File: config.mk
export PLATFORM = sky130hd
export DESIGN_NAME = sram_axi_bridge
export DESIGN_NICKNAME = d
export VERILOG_FILES = /design/src/rtl/sram_axi_bridge.sv
export SDC_FILE = /design/constraint.sdc
export NUM_CORES = 1
export LEC_CHECK = 0
export BUFFER_PORTS_ARGS = -buffer_cell sky130_fd_sc_hd__buf_2
export CORE_ASPECT_RATIO = 0.7
export CORE_MARGIN = 8
export CORE_UTILIZATION = 31
export CTS_BUF_LIST = sky130_fd_sc_hd__clkbuf_2 sky130_fd_sc_hd__clkbuf_4 sky130_fd_sc_hd__clkbuf_8
export DETAILED_ROUTE_END_ITERATION = 12
export GPL_TIMING_DRIVEN = 0
export MAX_ROUTING_LAYER = met4
export SLEW_MARGIN = 10
export SYNTH_ARGS = -nofsm -noshare
export SYNTH_HDL_FRONTEND = slang
export SYNTH_SLANG_ARGS = --single-unit
export TNS_END_PERCENT = 100
File: constraint.sdc
create_clock -name clk -period 5.6 [get_ports clk]
set_input_delay 0.84 -clock clk [delete_from_list [all_inputs] [get_ports clk]]
set_output_delay 0.84 -clock clk [all_outputs]
set_load 0.02 [all_outputs]
File: src/rtl/sram_axi_bridge.sv
// Bridges the core's SRAM-style data port onto an AXI4-Lite master, stalling the pipeline per request.
// Optional macro SRAM_BRIDGE_KSEG_MAP_EN folds kseg0/kseg1 addresses down to physical space.
module sram_axi_bridge #(
  parameter int ADDR_W = 32,
  parameter int DATA_W = 32
) (
  input  logic                clk,
  input  logic                rst,
  input  logic                sram_en,
  input  logic [DATA_W/8-1:0] sram_wen,
  input  logic [ADDR_W-1:0]   sram_addr,
  input  logic [DATA_W-1:0]   sram_wdata,
  output logic [DATA_W-1:0]   sram_rdata,
  output logic                stallreq,
  output logic [ADDR_W-1:0]   araddr,
  output logic                arvalid,
  input  logic                arready,
  input  logic [DATA_W-1:0]   rdata,
  input  logic [1:0]          rresp,
  input  logic                rvalid,
  output logic                rready,
  output logic [ADDR_W-1:0]   awaddr,
  output logic                awvalid,
  input  logic                awready,
  output logic [DATA_W-1:0]   wdata,
  output logic [DATA_W/8-1:0] wstrb,
  output logic                wvalid,
  input  logic                wready,
  input  logic [1:0]          bresp,
  input  logic                bvalid,
  output logic                bready
);

  localparam int STRB_W = DATA_W / 8;

  typedef enum logic [2:0] {
    S_IDLE, S_AR, S_R, S_AWW, S_B, S_DONE
  } state_e;

  state_e              state_q, state_d;
  logic [ADDR_W-1:0]   addr_q, addr_d;
  logic [DATA_W-1:0]   wdata_q, wdata_d;
  logic [STRB_W-1:0]   wstrb_q, wstrb_d;
  logic [DATA_W-1:0]   rdata_q, rdata_d;
  logic                aw_done_q, aw_done_d;
  logic                w_done_q, w_done_d;
  logic                aw_fire, w_fire;

  // Responses are not reported back to the core.
  logic unused_resp;
  assign unused_resp = ^{rresp, bresp};

  function automatic logic [ADDR_W-1:0] map_addr(input logic [ADDR_W-1:0] a);
`ifdef SRAM_BRIDGE_KSEG_MAP_EN
    if (a[ADDR_W-1 -: 2] == 2'b10) return {3'b000, a[ADDR_W-4:0]};
    return a;
`else
    return a;
`endif
  endfunction

  assign arvalid    = (state_q == S_AR);
  assign rready     = (state_q == S_R);
  assign bready     = (state_q == S_B);
  assign awvalid    = (state_q == S_AWW) && !aw_done_q;
  assign wvalid     = (state_q == S_AWW) && !w_done_q;
  assign aw_fire    = awvalid && awready;
  assign w_fire     = wvalid && wready;
  assign araddr     = addr_q;
  assign awaddr     = addr_q;
  assign wdata      = wdata_q;
  assign wstrb      = wstrb_q;
  assign sram_rdata = rdata_q;

  // Combinational so the stall is visible in the same cycle the request appears.
  assign stallreq = ((state_q == S_IDLE) && sram_en) || (state_q == S_AR) ||
                    (state_q == S_R) || (state_q == S_AWW) || (state_q == S_B);

  always_comb begin
    state_d   = state_q;
    addr_d    = addr_q;
    wdata_d   = wdata_q;
    wstrb_d   = wstrb_q;
    rdata_d   = rdata_q;
    aw_done_d = aw_done_q;
    w_done_d  = w_done_q;
    unique case (state_q)
      S_IDLE: begin
        if (sram_en) begin
          addr_d    = map_addr(sram_addr);
          wdata_d   = sram_wdata;
          wstrb_d   = sram_wen;
          aw_done_d = 1'b0;
          w_done_d  = 1'b0;
          state_d   = (sram_wen == '0) ? S_AR : S_AWW;
        end
      end
      S_AR: if (arready) state_d = S_R;
      S_R: begin
        if (rvalid) begin
          rdata_d = rdata;
          state_d = S_DONE;
        end
      end
      S_AWW: begin
        aw_done_d = aw_done_q || aw_fire;
        w_done_d  = w_done_q || w_fire;
        if (aw_done_d && w_done_d) state_d = S_B;
      end
      S_B: if (bvalid) state_d = S_DONE;
      // The request still on the port here is the one just serviced.
      S_DONE: state_d = S_IDLE;
      default: state_d = S_IDLE;
    endcase
  end

  always_ff @(posedge clk or posedge rst) begin
    if (rst) begin
      state_q   <= S_IDLE;
      addr_q    <= '0;
      wdata_q   <= '0;
      wstrb_q   <= '0;
      rdata_q   <= '0;
      aw_done_q <= 1'b0;
      w_done_q  <= 1'b0;
    end else begin
      state_q   <= state_d;
      addr_q    <= addr_d;
      wdata_q   <= wdata_d;
      wstrb_q   <= wstrb_d;
      rdata_q   <= rdata_d;
      aw_done_q <= aw_done_d;
      w_done_q  <= w_done_d;
    end
  end

endmodule

==> impl_metrics.json <==
{
  "clockBufferDepth": 2,
  "crit_family": "simple AND/OR/NAND/NOR gates",
  "ctsHoldBuffers": 0,
  "leakage_nw": 3.031,
  "grt_usage": 0.1289,
  "fin_crit_ns": 2.474,
  "tns_ns": 0,
  "clk_latency_ns": 0.36,
  "hold_slack_ns": 0.4782,
  "fin_crit_sh": 0.4418,
  "crit_chain": "buf_2 -> and2b_1 -> nand2_1 -> nor2_1 -> buf_2",
  "final_nets": 660,
  "cp_max_fo": 10,
  "rsz0062_at_grt": "no",
  "clkTransAtPathRegs_ns": 0.10,
  "syn-instance-count": 291,
  "outcome": "complete, no violations",
  "yosysSeqAreaShare": 0.6055,
  "setup_viol": 0,
  "dieArea_um2": 18100,
  "critPathSlowestCell": "dfrtp_1",
  "ios": 250,
  "worstMarginPinSlew_ns": 0.4302,
  "synthTopCellsByArea": "dfrtp_1, mux2_2, buf_4",
  "cts_buffers": 9,
  "hp-class": "in2async",
  "numPortBuffers": 245,
  "die_w_um": 157.4,
  "first_pass_iters": 4,
  "start_util": 0.3148,
  "cts_tree": "done",
  "cts-root-buf": "clkbuf_8",
  "syn_area_um2": 4339,
  "synth-seq-cells": 105,
  "crit_required_ns": 4.76,
  "synth_top_area_cell": "dfrtp_1",
  "p_per_area_nw_per_um2": 649.9,
  "ir_worst_vdd_mv": 0.3200,
  "drive_gt1_frac": 0.7016,
  "die_h_um": 115.0,
  "drt-total-wl_um": 11610,
  "htreeDepth": 3,
  "fin_skew_ns": 0.008949,
  "core_area_um2": 13780,
  "ys_warn_count": 0,
  "vias": 3155,
  "syn_avg_cell_area_um2": 14.91,
  "area_growth_pct": 38.58,
  "max_freq_mhz": 404.1,
  "crit_type": "reg2out",
  "max_cap_violations": 0,
  "grt_pass1_vias": 3477,
  "hold_viol": 0,
  "max_stage_delay_ns": 0.41,
  "post-route-util": 0.4363,
  "post_drt_wl_per_cell_um": 15.63,
  "drc": 0,
  "drt_iter0_drc": 121,
  "crit_top_cell": "buf_2",
  "via_per_inst": 4.246,
  "netlist.area_leader.share": 0.6055,
  "num_rows": 36,
  "p_total_mw": 3.908,
  "cp-end-kind": "output pin",
  "post_cts.repair.setup_buffers": 0,
  "drv_slew": 0,
  "antenna_found_initial": 0,
  "slew_headroom": 0.7132,
  "antenna_left": 0,
  "syn_nets": 403,
  "ys_types": 26,
  "critical_path_buf_inv_count": 2,
  "insertedDiodeCount": 0,
  "worst_ep_arrival_time_ns": 1.63,
  "clkSinkCount": 105,
  "cts_resized": 0,
  "grt_max_degree": 61,
  "dp_hpwl_um": 9310,
  "gp_congestion": 0.7823,
  "grt_pass1_wl_um": 17950,
  "gr-total-overflow": 0,
  "startpoint_type": "flip-flop",
  "reg2reg_slack_ns": 3.78
}
area by class of cell:
cell class                 instances  area (um^2)
fill                            1315         7770
clock inverter                     5        38.79
inverter                           2        12.51
timing repair buffer             246         1254
tap                              190        237.7
buffer                            45        337.8
sequential                       105         2628
multi-input combinational        139         1366
clock buffer                      11        138.9
kinds of logic after synthesis:
kind of cell    count (synthesis)  synth area share
buf+inv                        47           0.07958
compound gates                 14           0.02019
flops                         105            0.6055
simple gates                   23           0.03057
mux                           102            0.2641
worst paths after layout:
| kind | startpoint | to | cells past startpoint |
|---|---|---|---|
| setup / recovery | state_q[1] | awvalid | 5 |
| hold / removal | rst | sram_rdata[16] | 2 |
| max in group asynchronous | rst | wdata[25] | 3 |
| min in group clk | wdata[5] | wdata[5] | 1 |
| hold reg to reg | wdata[5] | wdata[5] | 1 |
| setup reg to reg | state_q[2] | wdata[6] | 5 |
cell usage in the layout, fill, tap and decap left out:
master,synthesis,final
nor3_4,1,1
o211a_1,1,1
nand4b_1,1,1
inv_6,0,3
buf_16,0,1
a2bb2oi_1,1,1
clkinvlp_4,0,1
clkinv_4,0,1
a31o_2,1,1
nor3_1,2,2
o21ai_0,6,6
nor2b_1,1,1
nand2_1,3,3
o221ai_1,1,1
mux2_2,78,78
nor2_4,1,1
clkbuf_1,1,1
inv_1,2,1
and2b_1,1,1
o22ai_1,1,1
buf_4,33,33
buf_2,6,251
clkinv_2,0,1
buf_6,5,5
a21oi_1,3,3
mux2i_1,2,2
clkbuf_4,0,2
nand2b_1,4,4
dfrtp_1,105,105
and2_1,1,1
mux2_1,22,22
clkbuf_8,0,9
nor2_1,8,8
per-layer routing:
layer  wire length [um]  GRT usage
met1               4964     0.1580
met2               5591     0.2055
met3                957    0.03793
met4                 97    0.03413
met5                  0          -
sequential cells by signal (all words and copies together), names as in the netlist:
name,count
sram_rdata,32
wstrb,4
w_done_q,1
wdata,32
araddr,32
aw_done_q,1
state_q,3
synthesized netlist by cell type:
| master | count |
|---|---|
| a21oi_1 | 3 |
| a2bb2oi_1 | 1 |
| a31o_2 | 1 |
| and2_1 | 1 |
| and2b_1 | 1 |
| buf_2 | 6 |
| buf_4 | 33 |
| buf_6 | 5 |
| clkbuf_1 | 1 |
| dfrtp_1 | 105 |
| inv_1 | 2 |
| mux2_1 | 22 |
| mux2_2 | 78 |
| mux2i_1 | 2 |
| nand2_1 | 3 |
| nand2b_1 | 4 |
| nand4b_1 | 1 |
| nor2_1 | 8 |
| nor2_4 | 1 |
| nor2b_1 | 1 |
| nor3_1 | 2 |
| nor3_4 | 1 |
| o211a_1 | 1 |
| o21ai_0 | 6 |
| o221ai_1 | 1 |
| o22ai_1 | 1 |
worst reg2reg max path, delay by kind of cell (launching register included):
family,cells,cell delay (ns)
AND/OR/NAND/NOR,2,0.53
buffers and inverters,2,0.45
flip-flops,1,0.38
multiplexers,1,0.34
through the flow:
step / cells / setup WS, ns / instance area [um^2]
detailed placement: 727 / 3.223 / 5836
global placement: 726 / 0.7768 / 5803
floorplan: 291 / 1.999 / 4339
finish: 743 / 3.126 / 6013
global route: 743 / 2.934 / 6013
CTS: 743 / 3.095 / 6013
power breakdown:
part           internal [mW]  switching (mW)  total, mW
Sequential              1.15           0.224       1.37
Combinational          0.917            1.19       2.10
Clock                  0.175           0.258      0.434
Note: power is estimated with default switching activity, not from simulation.
